`config.mk`:
```
export PLATFORM = sky130hd
export DESIGN_NAME = lsu_store_ctrl
export DESIGN_NICKNAME = d
export VERILOG_FILES = /design/src/rtl/lsu_pkg.sv /design/src/rtl/store_align.sv /design/src/rtl/lsu_store_ctrl.sv
export SDC_FILE = /design/constraint.sdc
export NUM_CORES = 1
export LEC_CHECK = 0
export BUFFER_PORTS_ARGS = -buffer_cell sky130_fd_sc_hd__buf_4
export CAP_MARGIN = 10
export CORE_MARGIN = 5
export CORE_UTILIZATION = 30
export CTS_CLUSTER_SIZE = 24
export DETAILED_ROUTE_END_ITERATION = 7
export GPL_ROUTABILITY_DRIVEN = 1
export GPL_TIMING_DRIVEN = 1
export PLACE_DENSITY = 0.55
export SYNTH_ARGS = -nofsm -noshare
export SYNTH_HDL_FRONTEND = slang
export SYNTH_SLANG_ARGS = --single-unit
export TNS_END_PERCENT = 5
```
`constraint.sdc`:
```
create_clock -name clk -period 1.5 [get_ports clk]
set_input_delay 0 -clock clk [delete_from_list [all_inputs] [get_ports clk]]
set_output_delay 0 -clock clk [all_outputs]
set_load 0.005 [all_outputs]
```
`src/rtl/lsu_pkg.sv`:
```
// Shared encodings for the LSU store path: store-type codes, FSM states and byte-enable masks.
package lsu_pkg;

  localparam logic [2:0] ST_SB = 3'd0;
  localparam logic [2:0] ST_SH = 3'd1;
  localparam logic [2:0] ST_SW = 3'd2;

  localparam logic [3:0] MASK_SB = 4'b0001;
  localparam logic [3:0] MASK_SH = 4'b0011;
  localparam logic [3:0] MASK_SW = 4'b1111;

  typedef enum logic [1:0] {
    IDLE  = 2'd0,
    BEAT0 = 2'd1,
    BEAT1 = 2'd2
  } state_t;

  // Illegal codes map to an empty mask so they can never enable a lane.
  function automatic logic [3:0] base_mask(input logic [2:0] sel);
    case (sel)
      ST_SB:   base_mask = MASK_SB;
      ST_SH:   base_mask = MASK_SH;
      ST_SW:   base_mask = MASK_SW;
      default: base_mask = 4'b0000;
    endcase
  endfunction

  function automatic logic sel_legal(input logic [2:0] sel);
    sel_legal = (sel == ST_SB) || (sel == ST_SH) || (sel == ST_SW);
  endfunction

endpackage

```
`src/rtl/store_align.sv`:
```
// Combinational lane shifter: places right-justified store data and its byte mask
// onto a 64-bit (two-word) window starting at the byte offset.
module store_align
  import lsu_pkg::*;
(
  input  logic [2:0]  sel,
  input  logic [1:0]  offset,
  input  logic [31:0] data,
  output logic [63:0] data_out,
  output logic [7:0]  mask_out
);

  logic [3:0] base;

  assign base     = base_mask(sel);
  assign data_out = {32'd0, data} << {offset, 3'b000};
  assign mask_out = {4'd0, base} << offset;

endmodule

```
`src/rtl/lsu_store_ctrl.sv`:
```
// Store controller: aligns SB/SH/SW stores onto a word-wide write port, splitting a
// store that crosses a word boundary into two beats when STORE_MISALIGN_EN is defined.
module lsu_store_ctrl
  import lsu_pkg::*;
(
  input  logic        clk,
  input  logic        rst_n,
  input  logic        st_req,
  input  logic [2:0]  st_select,
  input  logic [31:0] st_addr,
  input  logic [31:0] st_data,
  output logic        st_ready,
  output logic        st_done,
  output logic        st_err,
  output logic        mem_req,
  output logic [31:0] mem_addr,
  output logic [31:0] mem_wdata,
  output logic [3:0]  mem_bmask,
  input  logic        mem_ack
);

  state_t      state;
  logic [63:0] al_data;
  logic [7:0]  al_mask;
  logic        split;
  logic        legal;
  logic        accept;

  store_align u_align (
    .sel      (st_select),
    .offset   (st_addr[1:0]),
    .data     (st_data),
    .data_out (al_data),
    .mask_out (al_mask)
  );

  assign split    = |al_mask[7:4];
  assign st_ready = (state == IDLE);
  assign accept   = st_req && st_ready;

`ifdef STORE_MISALIGN_EN
  // Upper half of the captured request, replayed as the second beat.
  logic [31:0] hi_data;
  logic [3:0]  hi_mask;
  logic        is_split;

  assign legal = sel_legal(st_select);
`else
  logic unused_hi;

  assign legal     = sel_legal(st_select) && !split;
  assign unused_hi = ^al_data[63:32];
`endif

  always_ff @(posedge clk or negedge rst_n) begin
    if (!rst_n) begin
      state     <= IDLE;
      st_done   <= 1'b0;
      st_err    <= 1'b0;
      mem_req   <= 1'b0;
      mem_addr  <= 32'd0;
      mem_wdata <= 32'd0;
      mem_bmask <= 4'd0;
`ifdef STORE_MISALIGN_EN
      hi_data   <= 32'd0;
      hi_mask   <= 4'd0;
      is_split  <= 1'b0;
`endif
    end else begin
      st_done <= 1'b0;
      st_err  <= 1'b0;
      case (state)
        IDLE: begin
          if (accept) begin
            if (legal) begin
              state     <= BEAT0;
              mem_req   <= 1'b1;
              mem_addr  <= {st_addr[31:2], 2'b00};
              mem_wdata <= al_data[31:0];
              mem_bmask <= al_mask[3:0];
`ifdef STORE_MISALIGN_EN
              hi_data   <= al_data[63:32];
              hi_mask   <= al_mask[7:4];
              is_split  <= split;
`endif
            end else begin
              st_err <= 1'b1;
            end
          end
        end
        BEAT0: begin
          if (mem_ack) begin
`ifdef STORE_MISALIGN_EN
            if (is_split) begin
              state     <= BEAT1;
              mem_addr  <= mem_addr + 32'd4;
              mem_wdata <= hi_data;
              mem_bmask <= hi_mask;
            end else begin
              state     <= IDLE;
              st_done   <= 1'b1;
              mem_req   <= 1'b0;
              mem_addr  <= 32'd0;
              mem_wdata <= 32'd0;
              mem_bmask <= 4'd0;
            end
`else
            state     <= IDLE;
            st_done   <= 1'b1;
            mem_req   <= 1'b0;
            mem_addr  <= 32'd0;
            mem_wdata <= 32'd0;
            mem_bmask <= 4'd0;
`endif
          end
        end
        BEAT1: begin
`ifdef STORE_MISALIGN_EN
          if (mem_ack) begin
            state     <= IDLE;
            st_done   <= 1'b1;
            mem_req   <= 1'b0;
            mem_addr  <= 32'd0;
            mem_wdata <= 32'd0;
            mem_bmask <= 4'd0;
          end
`else
          state     <= IDLE;
          mem_req   <= 1'b0;
          mem_addr  <= 32'd0;
          mem_wdata <= 32'd0;
          mem_bmask <= 4'd0;
`endif
        end
        default: begin
          state   <= IDLE;
          mem_req <= 1'b0;
        end
      endcase
    end
  end

endmodule

```
Word-level counts from Yosys, hierarchy flattened
Index checks and enable logic that the tools add are counted.
W data, S select, Z words.
{"block": "classes", "div_mod_pow": 0, "bitwise_logic": 0, "shifts": 2, "n_reduce_logical": 11, "multipliers": 0, "n_eq_ne": 7, "addsub": 0, "magnitude_cmp": 0, "muxes": 25}
{"operator": "$pmux W32 S3", "count": 2}
{"operator": "$mux W32", "count": 5}
{"operator": "$shl A32 B5 Y32", "count": 1}
{"operator": "$pmux W4 S3", "count": 2}
{"operator": "$mux W4", "count": 3}
{"operator": "$mux W1", "count": 8}
{"operator": "$shl A4 B2 Y8", "count": 1}
{"operator": "$mux W2", "count": 3}
{"operator": "$ne A2 B1 Y1 const B", "count": 2}
{"operator": "$pmux W2 S2", "count": 1}
{"operator": "$reduce_and A4 Y1", "count": 1}
{"operator": "$reduce_or A4 Y1", "count": 1}
{"operator": "$eq A3 B1 Y1 const B", "count": 1}
{"operator": "$eq A3 B2 Y1 const B", "count": 1}
{"operator": "$logic_not A3 Y1", "count": 1}
{"operator": "$reduce_and A3 Y1", "count": 1}
{"operator": "$reduce_bool A3 Y1", "count": 1}
{"operator": "$eq A2 B1 Y1 const B", "count": 1}
{"operator": "$eq A2 B2 Y1 const B", "count": 1}
{"operator": "$logic_and A1 B1 Y1", "count": 2}
{"operator": "$logic_not A2 Y1", "count": 1}
{"operator": "$logic_or A1 B1 Y1", "count": 2}
{"operator": "$ne A2 B2 Y1 const B", "count": 1}
{"operator": "$pmux W1 S2", "count": 1}
{"operator": "$logic_not A1 Y1", "count": 1}
{"block": "word_totals", "ram_bits": 0, "romBits": 0, "memories": 0, "latch_bits": 0, "input_bits": 71, "ff_bits": 73}

Longest topological paths before layout
Gate-level depths: netlist (run 1).
{"block": "depth", "ltp_word": 9, "ltp_mapped": 5, "mapped_depth_nobuf": 3}

Cells and area by module
Synthesis (run 1) repeated with hierarchy kept, for this count alone.
{"block": "hier_totals", "cells_unflattened": 413, "area_unflattened_um2": 3966.3}
{"mod": "lsu_store_ctrl", "n_inst": 1, "seq_area_each_um2": 1726.7, "cells_each": 293, "area_per_inst_um2": 3056.7}
{"mod": "store_align", "n_inst": 1, "seq_area_each_um2": 0.0, "cells_each": 120, "area_per_inst_um2": 909.6}

Worst setup path after synthesis (run 1)
No wires, ideal clock.
{"block": "synth_timing", "path_kind": "flip-flop to flip-flop", "from": "reg state[0]", "to": "reg mem_bmask[2]", "t_required_ns": 1.373, "setup_ns": 0.127, "t_arrival_ns": 1.248, "path_stages_with_launch": 6, "setup_slack_ns": 0.125, "cell_sequence": "dfrtp_1 -> nor3b_2 -> o211ai_2 -> buf_4 -> buf_6 -> mux2i_1"}
{"block": "synth_between", "elab_chain_len": 4}
{"element": "start, declared", "line_no": "lsu_store_ctrl.sv:22", "rtl": "state_t state;"}
{"element": "start signal, assigned", "line_no": "lsu_store_ctrl.sv:57", "rtl": "state <= IDLE;"}
{"element": "start signal, assigned", "line_no": "lsu_store_ctrl.sv:76", "rtl": "state <= BEAT0;"}
{"element": "start signal, assigned", "line_no": "lsu_store_ctrl.sv:108", "rtl": "state <= IDLE;"}
{"element": "$logic_not A2 Y1", "line_no": "lsu_store_ctrl.sv:38, lsu_store_ctrl.sv:72"}
{"element": "$logic_and A1 B1 Y1", "line_no": "lsu_store_ctrl.sv:39", "rtl": "assign accept = st_req && st_ready;"}
{"element": "$ne A2 B1 Y1 (no source line)"}
{"element": "$reduce_and A4 Y1 (no source line)"}
{"element": "end signal, assigned", "line_no": "lsu_store_ctrl.sv:80", "rtl": "mem_bmask <= al_mask[3:0];"}
{"element": "end, declared", "line_no": "lsu_store_ctrl.sv:18", "rtl": "output logic [3:0] mem_bmask,"}
Several ways; a longest one is shown, not always the timed one.
A chain may end at the register's enable or synchronous reset.

Worst setup path in the final report (run 1)
{"block": "layout_timing", "from": "reg state[0]", "to": "reg mem_wdata[2]"}
{"block": "layout_between", "elab_chain_len": 4}
{"element": "$logic_not A2 Y1", "line_no": "lsu_store_ctrl.sv:38, lsu_store_ctrl.sv:72"}
{"element": "$logic_and A1 B1 Y1", "line_no": "lsu_store_ctrl.sv:39"}
{"element": "$ne A2 B1 Y1 (no source line)"}
{"element": "$reduce_and A4 Y1 (no source line)"}
{"element": "end signal, assigned", "line_no": "lsu_store_ctrl.sv:79", "rtl": "mem_wdata <= al_data[31:0];"}
{"element": "end, declared", "line_no": "lsu_store_ctrl.sv:17", "rtl": "output logic [31:0] mem_wdata,"}
Several ways; a longest one is shown, not always the timed one.

==> flow_summary.ini, run 1 <==
[global_route]
grt_pass1_vias = 3004
grt-ovfl-total = 0
grt_max_degree = 39
grt_pass1_wl_mm = 15.99
grt_antenna_before_repair = 0
grt_use_total = 0.1550

[floorplan]
die_h_um = 116.7
coreArea_um2 = 11270
ios = 143
die_w_um = 116.7
rows = 39
die-area_um2 = 13630
start_util = 0.3033

[sta]
maxSlewViolCount = 0
slew_headroom = 0.5662
fmax_mhz = 691.7
finalCritPeriodShare = 0.9638
final.min_clock_period_ps = 1446
grt_setup_unrepaired = no
fin_skew_ps = 5.554
hold_viol_final = 0
worst-slew-pin-transition_ps = 649.4
setup-violations-final = 0

[clock_tree]
clock_latency_ps = 330
cts_sinks = 69
cts_root_buf = clkbuf_16
cts_setup_buffers = 0
tritoncts = done
clk_path_buf_depth = 2
cts_made_buffers = 9
cts-htree-levels = 3
clkSlewWorstSetupHoldPaths_ps = 60

[synthesis]
synth_area_um2 = 3418
synthDominantCellAreaShare = 0.5051
synth_warnings = 0
ys_ff_latch = 69
async_flop_share = 1.000
syn_avg_cell_area_um2 = 11.03
synth_edf_count = 0
syn_inst = 310
ys.flop_type = dfrtp_1
synth_largest_area_cell = dfrtp_1
synth-seq-area-share = 0.5051
synth_area_leaders = dfrtp_1, mux2i_1, nand2_1
ys_types = 30
netlist_top_cells_count = dfrtp_1, nand2_1, mux2i_1, inv_1
yosysMostFrequentCell = dfrtp_1

[hold_path]
hold_end = mem_wdata[15]
hp-class = input pin to flop
worstHoldStart = st_data[15]
hold_depth = 3

[power_and_ir_drop]
pwr-share-seq = 0.370
p_leak_nw = 3.097
pwr-share-clk = 0.392
vdd_drop_max_mv = 0.6203
switching_share = 0.2484
netSwitchingPower_mw = 1.616
power.density_nw_per_um2 = 1184
internal_power_mw = 4.889
pwr-share-comb = 0.238

[placement]
gp_congestion = 0.7665
place_area_um2 = 4663
post-place-cells = 584
dp_hpwl_mm = 7.518
port_buffers = 140

[setup_path]
worstPathRequired_ps = 1710
r2r_end = mem_wdata[2]
crit_type = flop to flop
path_max_fanout = 33
r2r_cells = 4
arrival_ps = 1660
end_kind = flop
ff2ff_setup_slack_ps = 50
crit_path_start_kind = flop
worst_r2r_startpoint = state[0]

[run_status]
status = completed

[routing]
wire_per_inst_um = 16.11
drt_iter0_drc = 136
vias = 2951
drt-total-wl_mm = 10.41
viasPerCell = 4.568
ant_nets = 0
drc = 0
firstDrtPassIters = 4

[cells_and_area]
area_growth_pct = 60.72
drive_gt1_frac = 0.3797
fillers = 1042
diodes = 0
stdcell_count = 646
multi_input_area_um2 = 1424
regArea_um2 = 1727
fin_area_um2 = 5494
layout.nets = 569

[run]
drv_cap = 0
## critical path: stages (launching register included)
cell	delay [ps]
dfrtp_1	400
nor3b_4	290
o211ai_4	140
buf_12	200
a32o_1	280
## cell type report
cell class,count,share of cell area
clock buffers,13,0.04919
clock inverters,3,0.01640
inverters,41,0.02801
multi-input cells,178,0.2592
flip-flops and latches,69,0.3143
well taps,143,0.03257
repair buffers,199,0.3004
## state kept, by name (all words and copies together), names as in the netlist
signal	flops
st_err	1
state	1
mem_bmask	4
mem_addr	30
st_done	1
mem_wdata	32
## layer usage
metal,up-vias,part of all wire,global-route usage
met5,-,0,0
met4,0,0.0098,0.04817
met3,11,0.070,0.03782
met2,82,0.49,0.2556
met1,1430,0.43,0.2012
li1,1428,-,-
## metrics by stage
stage	total power, mW	utilization	setup TNS, ps	hold slack (ps)	setup WS [ps]
after floorplan	2.974	-	0	-295.6	124.5
after global placement	3.886	0.4137	0	-59.04	50.12
after detailed placement	3.918	0.4137	-7.938	-52.09	-5.758
after CTS	6.617	0.4871	0	2.228	42.32
after global routing	6.863	0.4874	0	36.82	2.630
final	6.505	0.4874	0	12.91	54.34
## how the worst max path moves through the flow
stage	from	end	slack, ps	cells past startpoint
after detailed placement	state[0]	mem_addr[14]	-6	4
final	state[0]	mem_wdata[2]	50	4
after floorplan	state[0]	mem_bmask[2]	120	5
after global placement	state[0]	mem_addr[13]	50	4
after global routing	state[0]	mem_wdata[2]	3	4
after CTS	state[0]	mem_addr[14]	40	4
## power by group through the flow
stage / sequential (mW) / combinational, mW / clock (mW)
after floorplan: 2.44 / 0.536 / 0
after global placement: 2.43 / 1.46 / 0
after detailed placement: 2.43 / 1.49 / 0
after CTS: 2.41 / 1.59 / 2.62
after global routing: 2.45 / 1.72 / 2.70
final: 2.40 / 1.55 / 2.55
## placed cells by master (no fill, tap or decap), drive strengths merged, types with 3 or more instances in the layout
cell,n
buf,153
dfrtp,69
nand2,60
mux2i,56
dlygate4sd3,46
inv,41
clkbuf,13
mux2,9
o22ai,9
a32o,8
mux4,8
a22oi,8
bufinv,3
a21oi,3
o21ai,3
## repair_timing
| action | CTS | global route |
|---|---|---|
| pin swaps | 0 | 4 |
| gates resized for setup | 1 | 1 |
| setup endpoints to repair | 25 | 33 |
| hold endpoints to repair | 89 | 0 |
| hold buffers | 46 | 0 |
| cloned | 0 | 0 |
## cell families after synthesis
family                 after synthesis  synth area share
AOI/OAI and AO/OA                   38           0.08712
DFF                                 69            0.5051
other                                1          0.001097
and+or+nand+nor                     65           0.07577
muxes                               73            0.2463
buffers and inverters               64           0.08455
No activity file was read; power rests on OpenSTA's default activity.
==> run 2: changes to the inputs <==
--- a/config.mk
+++ b/config.mk
@@ -13,8 +13,9 @@
 export DETAILED_ROUTE_END_ITERATION = 7
 export GPL_ROUTABILITY_DRIVEN = 1
 export GPL_TIMING_DRIVEN = 1
-export PLACE_DENSITY = 0.55
+export PLACE_DENSITY = 0.54
 export SYNTH_ARGS = -nofsm -noshare
 export SYNTH_HDL_FRONTEND = slang
+export SYNTH_HIERARCHICAL = 1
 export SYNTH_SLANG_ARGS = --single-unit
 export TNS_END_PERCENT = 5
==> run 2 against run 1 <==
Net effect:
- flip-flop and latch count unchanged
- highest routed layer unchanged
- cell area increased by 2.1%
- global-route usage is 0.51 points lower
- critical endpoint is now mem_addr[5]
- maximum frequency is 8.4% higher
- sequential power about the same
- non-clock buffer count is 12 lower
- routed wire length is 6.2% higher
==> flow_summary.ini, run 2 <==
[clock_tree]
clock_latency_ps = 330
cts-htree-levels = 3
clk_path_buf_depth = 2
cts_setup_buffers = 0
cts_sinks = 69
clkSlewWorstSetupHoldPaths_ps = 60
post_cts_resize_count = 0
cts_made_buffers = 9
tritoncts = done
cts_root_buf = clkbuf_16

[floorplan]
die-area_um2 = 14800
start_util = 0.3088
die_h_um = 121.7
ios = 143
coreArea_um2 = 12110
rows = 40
die_w_um = 121.7

[setup_path]
worstPathRequired_ps = 1750
ff2ff_setup_slack_ps = 170
path_max_fanout = 37
crit_end = mem_addr[5]
crit_path_cell_trace = inv_1, nand4b_4, buf_12, mux2i_1
startpoint = mem_req
end_kind = flop
worst_r2r_startpoint = mem_req
arrival_ps = 1580
slowest_delay_ps = 430
crit_path_start_kind = flop
cp_num_buf_inv = 2
r2r_end = mem_addr[5]
crit_type = flop to flop
slowest_stage = dfrtp_1
path_depth = 4
cp_top_family = flip-flops
r2r_cells = 4

[cells_and_area]
top_regs = mem_wdata (32), mem_addr (30), mem_bmask (4)
diodes = 0
largest_reg_flops = 32
top_register = mem_wdata
fillers = 1175
fin_area_um2 = 5612
area_growth_pct = 50.05
layout.nets = 621
drive_gt1_frac = 0.3171
mostFrequentLayoutCells = buf_4, mux2i_1, inv_1, dfrtp_1, nand2_1
final_common_cell = buf_4
fin_util = 0.4633

[power_and_ir_drop]
internal_power_mw = 4.401
vdd_drop_max_mv = 0.5297
pwr-share-seq = 0.393
netSwitchingPower_mw = 1.682
switching_share = 0.2765
power.density_nw_per_um2 = 1084
p_leak_nw = 3.375
pwr-share-clk = 0.356
pwr-share-comb = 0.251

[sta]
finalCritPeriodShare = 0.8890
final.min_clock_period_ps = 1334
fmax_mhz = 749.9
maxSlewViolCount = 0
whs_ps = 37.56
setup-violations-final = 0
grt_setup_unrepaired = no
timing.final.ws_setup_ps = 166.5
hold_viol_final = 0
fin_skew_ps = 3.924

[routing]
ant_nets = 0
firstDrtPassIters = 4
drt-total-wl_mm = 11.06
drc = 0
viasPerCell = 4.342
drt_iter0_drc = 103
vias = 3139
wire_per_inst_um = 15.30

[global_route]
grt_pass1_wl_mm = 17.34
grt_pass1_vias = 3320
grt-ovfl-total = 0
grt_use_total = 0.1498
grt_antenna_before_repair = 0
grt_max_degree = 54

[run]
drv_cap = 0

[placement]
dp_slack_ps = -73.59
gp_congestion = 0.8059
place_area_um2 = 4981
dp_hpwl_mm = 7.981
port_buffers = 140

[synthesis]
syn_inst = 378
syn_avg_cell_area_um2 = 9.894
synth_warnings = 6
synth_area_um2 = 3740

[run_status]
status = completed

[hold_path]
hp-class = input pin to flop
[run 2: layout make-up]
class / instances / area (um2) / area share
Clock inverter: 6 / 61.31 / 0.01093
Sequential cell: 69 / 1727 / 0.3077
Inverter: 70 / 262.8 / 0.04682
Timing Repair Buffer: 187 / 1536 / 0.2738
Clock buffer: 10 / 239.0 / 0.04259
Multi-Input combinational cell: 213 / 1575 / 0.2807
Tap cell: 168 / 210.2 / 0.03746
[run 2: routing by layer]
layer | vias to the layer above | global-route usage | share of wire
met3 | 11 | 0.05942 | 0.092
met1 | 1480 | 0.1846 | 0.44
met5 | - | 0 | 0
met4 | 0 | 0.03641 | 0.010
li1 | 1537 | - | -
met2 | 111 | 0.2466 | 0.45
[run 2: worst min-delay path by stage]
stage / start / cells past startpoint / slack, ps / endpoint
after floorplan: rst_n / 0 / -300 / mem_addr[10]
after global placement: rst_n / 1 / -120 / mem_addr[28]
after detailed placement: rst_n / 1 / -110 / mem_addr[29]
after CTS: st_data[2] / 4 / 30 / mem_wdata[18]
after global routing: st_data[2] / 4 / 50 / mem_wdata[18]
final: st_data[2] / 4 / 40 / mem_wdata[18]
[run 2: metrics by stage]
step | setup TNS [ps] | power (mW) | cells
floorplan | 0 | 2.989 | 379
global placement | -1785 | 3.880 | 674
detailed placement | -3413 | 3.916 | 674
CTS | 0 | 6.193 | 723
global route | 0 | 6.433 | 723
finish | 0 | 6.083 | 723
[run 2: worst reg2reg max path, cell delays in order (launching register included)]
cell and delay, ps:
dfrtp_1 430, inv_1 140, nand4b_4 140, buf_12 280, mux2i_1 250
[run 2: repair_timing]
item / CTS / global route
setup endpoints to repair: 0 / 0
hold buffers: 33 / 0
endpoints found under the hold margin: 101 / 0
[run 2: power by group through the flow]
stage,clock network (mW),registers [mW],logic [mW]
after detailed placement,0,2.42,1.49
after global placement,0,2.42,1.46
after global routing,2.31,2.43,1.69
after floorplan,0,2.43,0.563
after CTS,2.24,2.40,1.56
final,2.17,2.39,1.53
==> run 3: changes to the inputs <==
--- a/config.mk
+++ b/config.mk
@@ -8,12 +8,12 @@
 export BUFFER_PORTS_ARGS = -buffer_cell sky130_fd_sc_hd__buf_4
 export CAP_MARGIN = 10
 export CORE_MARGIN = 5
-export CORE_UTILIZATION = 30
+export CORE_UTILIZATION = 50
 export CTS_CLUSTER_SIZE = 24
 export DETAILED_ROUTE_END_ITERATION = 7
 export GPL_ROUTABILITY_DRIVEN = 1
 export GPL_TIMING_DRIVEN = 1
-export PLACE_DENSITY = 0.54
+export PLACE_DENSITY = 0.81
 export SYNTH_ARGS = -nofsm -noshare
 export SYNTH_HDL_FRONTEND = slang
 export SYNTH_HIERARCHICAL = 1
==> run 3 against run 2 <==
Net effect:
- cell area decreased by 3.3%
- worst hold slack hardly changed
- non-clock buffer count is 1 lower
- cell count is 9.7% lower
- sequential share of layout area up 1.1 points
- combinational power about the same
- highest routed layer unchanged
==> flow_summary.ini, run 3 (synthesis gave the netlist of run 2 again) <==
[cells_and_area]
largest_reg_flops = 32
final_common_cell = buf_4
area_growth_pct = 45.07
regArea_um2 = 1727
mostFrequentLayoutCells = buf_4, mux2i_1, inv_1, dfrtp_1, nand2_1
top_regs = mem_wdata (32), mem_addr (30), mem_bmask (4)
top_register = mem_wdata
multi_input_area_um2 = 1575
drive_gt1_frac = 0.3159
stdcell_count = 653
diodes = 0
fillers = 532
layout.nets = 620

[floorplan]
start_util = 0.5156
ios = 143
die_h_um = 96.49
rows = 31
die_w_um = 96.49
coreArea_um2 = 7253
die-area_um2 = 9309

[global_route]
grt_pass1_wl_mm = 16.68
grt_use_total = 0.2345
grt_max_degree = 45
grt_antenna_before_repair = 0
grt-ovfl-total = 0
grt_pass1_vias = 3516

[hold_path]
hold_depth = 4
hp-class = input pin to flop
hold_end = mem_wdata[2]
worstHoldStart = st_data[2]

[clock_tree]
clock_latency_ps = 340
tritoncts = done
cts_root_buf = clkbuf_8
cts_hold_buf = 33
post_cts_resize_count = 0
cts_sinks = 69
cts_setup_buffers = 0
cts_made_buffers = 9
cts-htree-levels = 3
clk_path_buf_depth = 2
clkSlewWorstSetupHoldPaths_ps = 80

[setup_path]
worstPathRequired_ps = 1750
r2r_cells = 4
slowest_stage = dfrtp_1
crit_path_cell_trace = inv_1, nand4b_4, buf_12, mux2i_1
path_max_fanout = 32
ff2ff_setup_slack_ps = 210
crit_path_start_kind = flop
arrival_ps = 1540
r2r_end = mem_addr[11]
cp_num_buf_inv = 2
worst_r2r_startpoint = mem_req
crit_type = flop to flop
end_kind = flop
cp_top_family = flip-flops
slowest_delay_ps = 430
path_depth = 4

[power_and_ir_drop]
switching_share = 0.2922
vdd_drop_max_mv = 0.5076
pwr-share-comb = 0.280
pwr-share-clk = 0.287
internal_power_mw = 3.890
p_leak_nw = 3.328
pwr-share-seq = 0.434
power.density_nw_per_um2 = 1013
netSwitchingPower_mw = 1.606

[routing]
vias = 3169
ant_nets = 0
drt-total-wl_mm = 10.47
wire_per_inst_um = 16.03
firstDrtPassIters = 4
m1WireLength_mm = 4.262
drc = 0
viasPerCell = 4.853
met2_length_mm = 5.126
top_layer = met4
drt_iter0_drc = 110
wl_met3_um = 966

[placement]
post-place-cells = 604
dp_hpwl_mm = 7.434
gp_congestion = 0.8773
port_buffers = 140
dp_slack_ps = -95.31

[sta]
fmax_mhz = 774.5
setup-violations-final = 0
finalCritPeriodShare = 0.8607
maxSlewViolCount = 0
grt_setup_unrepaired = no
hold_viol_final = 0
fin_skew_ps = 8.533
final.min_clock_period_ps = 1291
timing.final.ws_setup_ps = 208.9

[run]
drv_cap = 0

[run_status]
status = completed
[run 3: cell type report]
class	instances	share of cell area
clock buffers	10	0.02537
clock inverters	6	0.01292
inverters	70	0.04843
multi-input cells	213	0.2904
flip-flops and latches	69	0.3183
well taps	99	0.02283
repair buffers	186	0.2818
[run 3: metal layers]
layer | track usage | up-vias
met5 | 0 | -
met4 | 0.05841 | 0
met3 | 0.08056 | 11
met2 | 0.4052 | 124
met1 | 0.2804 | 1502
li1 | - | 1532
[run 3: power groups by stage]
stage	clock (mW)	combinational (mW)	sequential, mW
CTS	1.61	1.55	2.38
global route	1.70	1.71	2.42
detailed placement	0	1.48	2.42
floorplan	0	0.563	2.43
finish	1.58	1.54	2.38
global placement	0	1.42	2.40
[run 3: through the flow]
step                      TNS (ps)  total power [mW]  area [um2]  hold slack (ps)    util
after floorplan                  0             2.989        3767           -295.6       -
after global placement      -518.9             3.826        4887           -73.68  0.6738
after detailed placement     -3871             3.896        4887           -67.66  0.6738
after CTS                        0             5.542        5425            20.73  0.7480
after global routing             0             5.829        5425            41.99  0.7480
final                            0             5.497        5425            37.24  0.7480
[run 3: worst reg2reg max path, cell delays in order (launching register included)]
cell      delay (ps)
dfrtp_1          430
inv_1            120
nand4b_4         140
buf_12           240
mux2i_1          270
[run 3: worst max-delay path by stage]
stage	from	to	slack (ps)
CTS	mem_req	mem_addr[11]	200
finish	mem_req	mem_addr[11]	210
detailed placement	st_select[0]	mem_addr[11]	-100
global route	mem_req	mem_addr[11]	90
global placement	st_select[0]	mem_addr[10]	-20
floorplan	st_addr[0]	mem_addr[15]	10
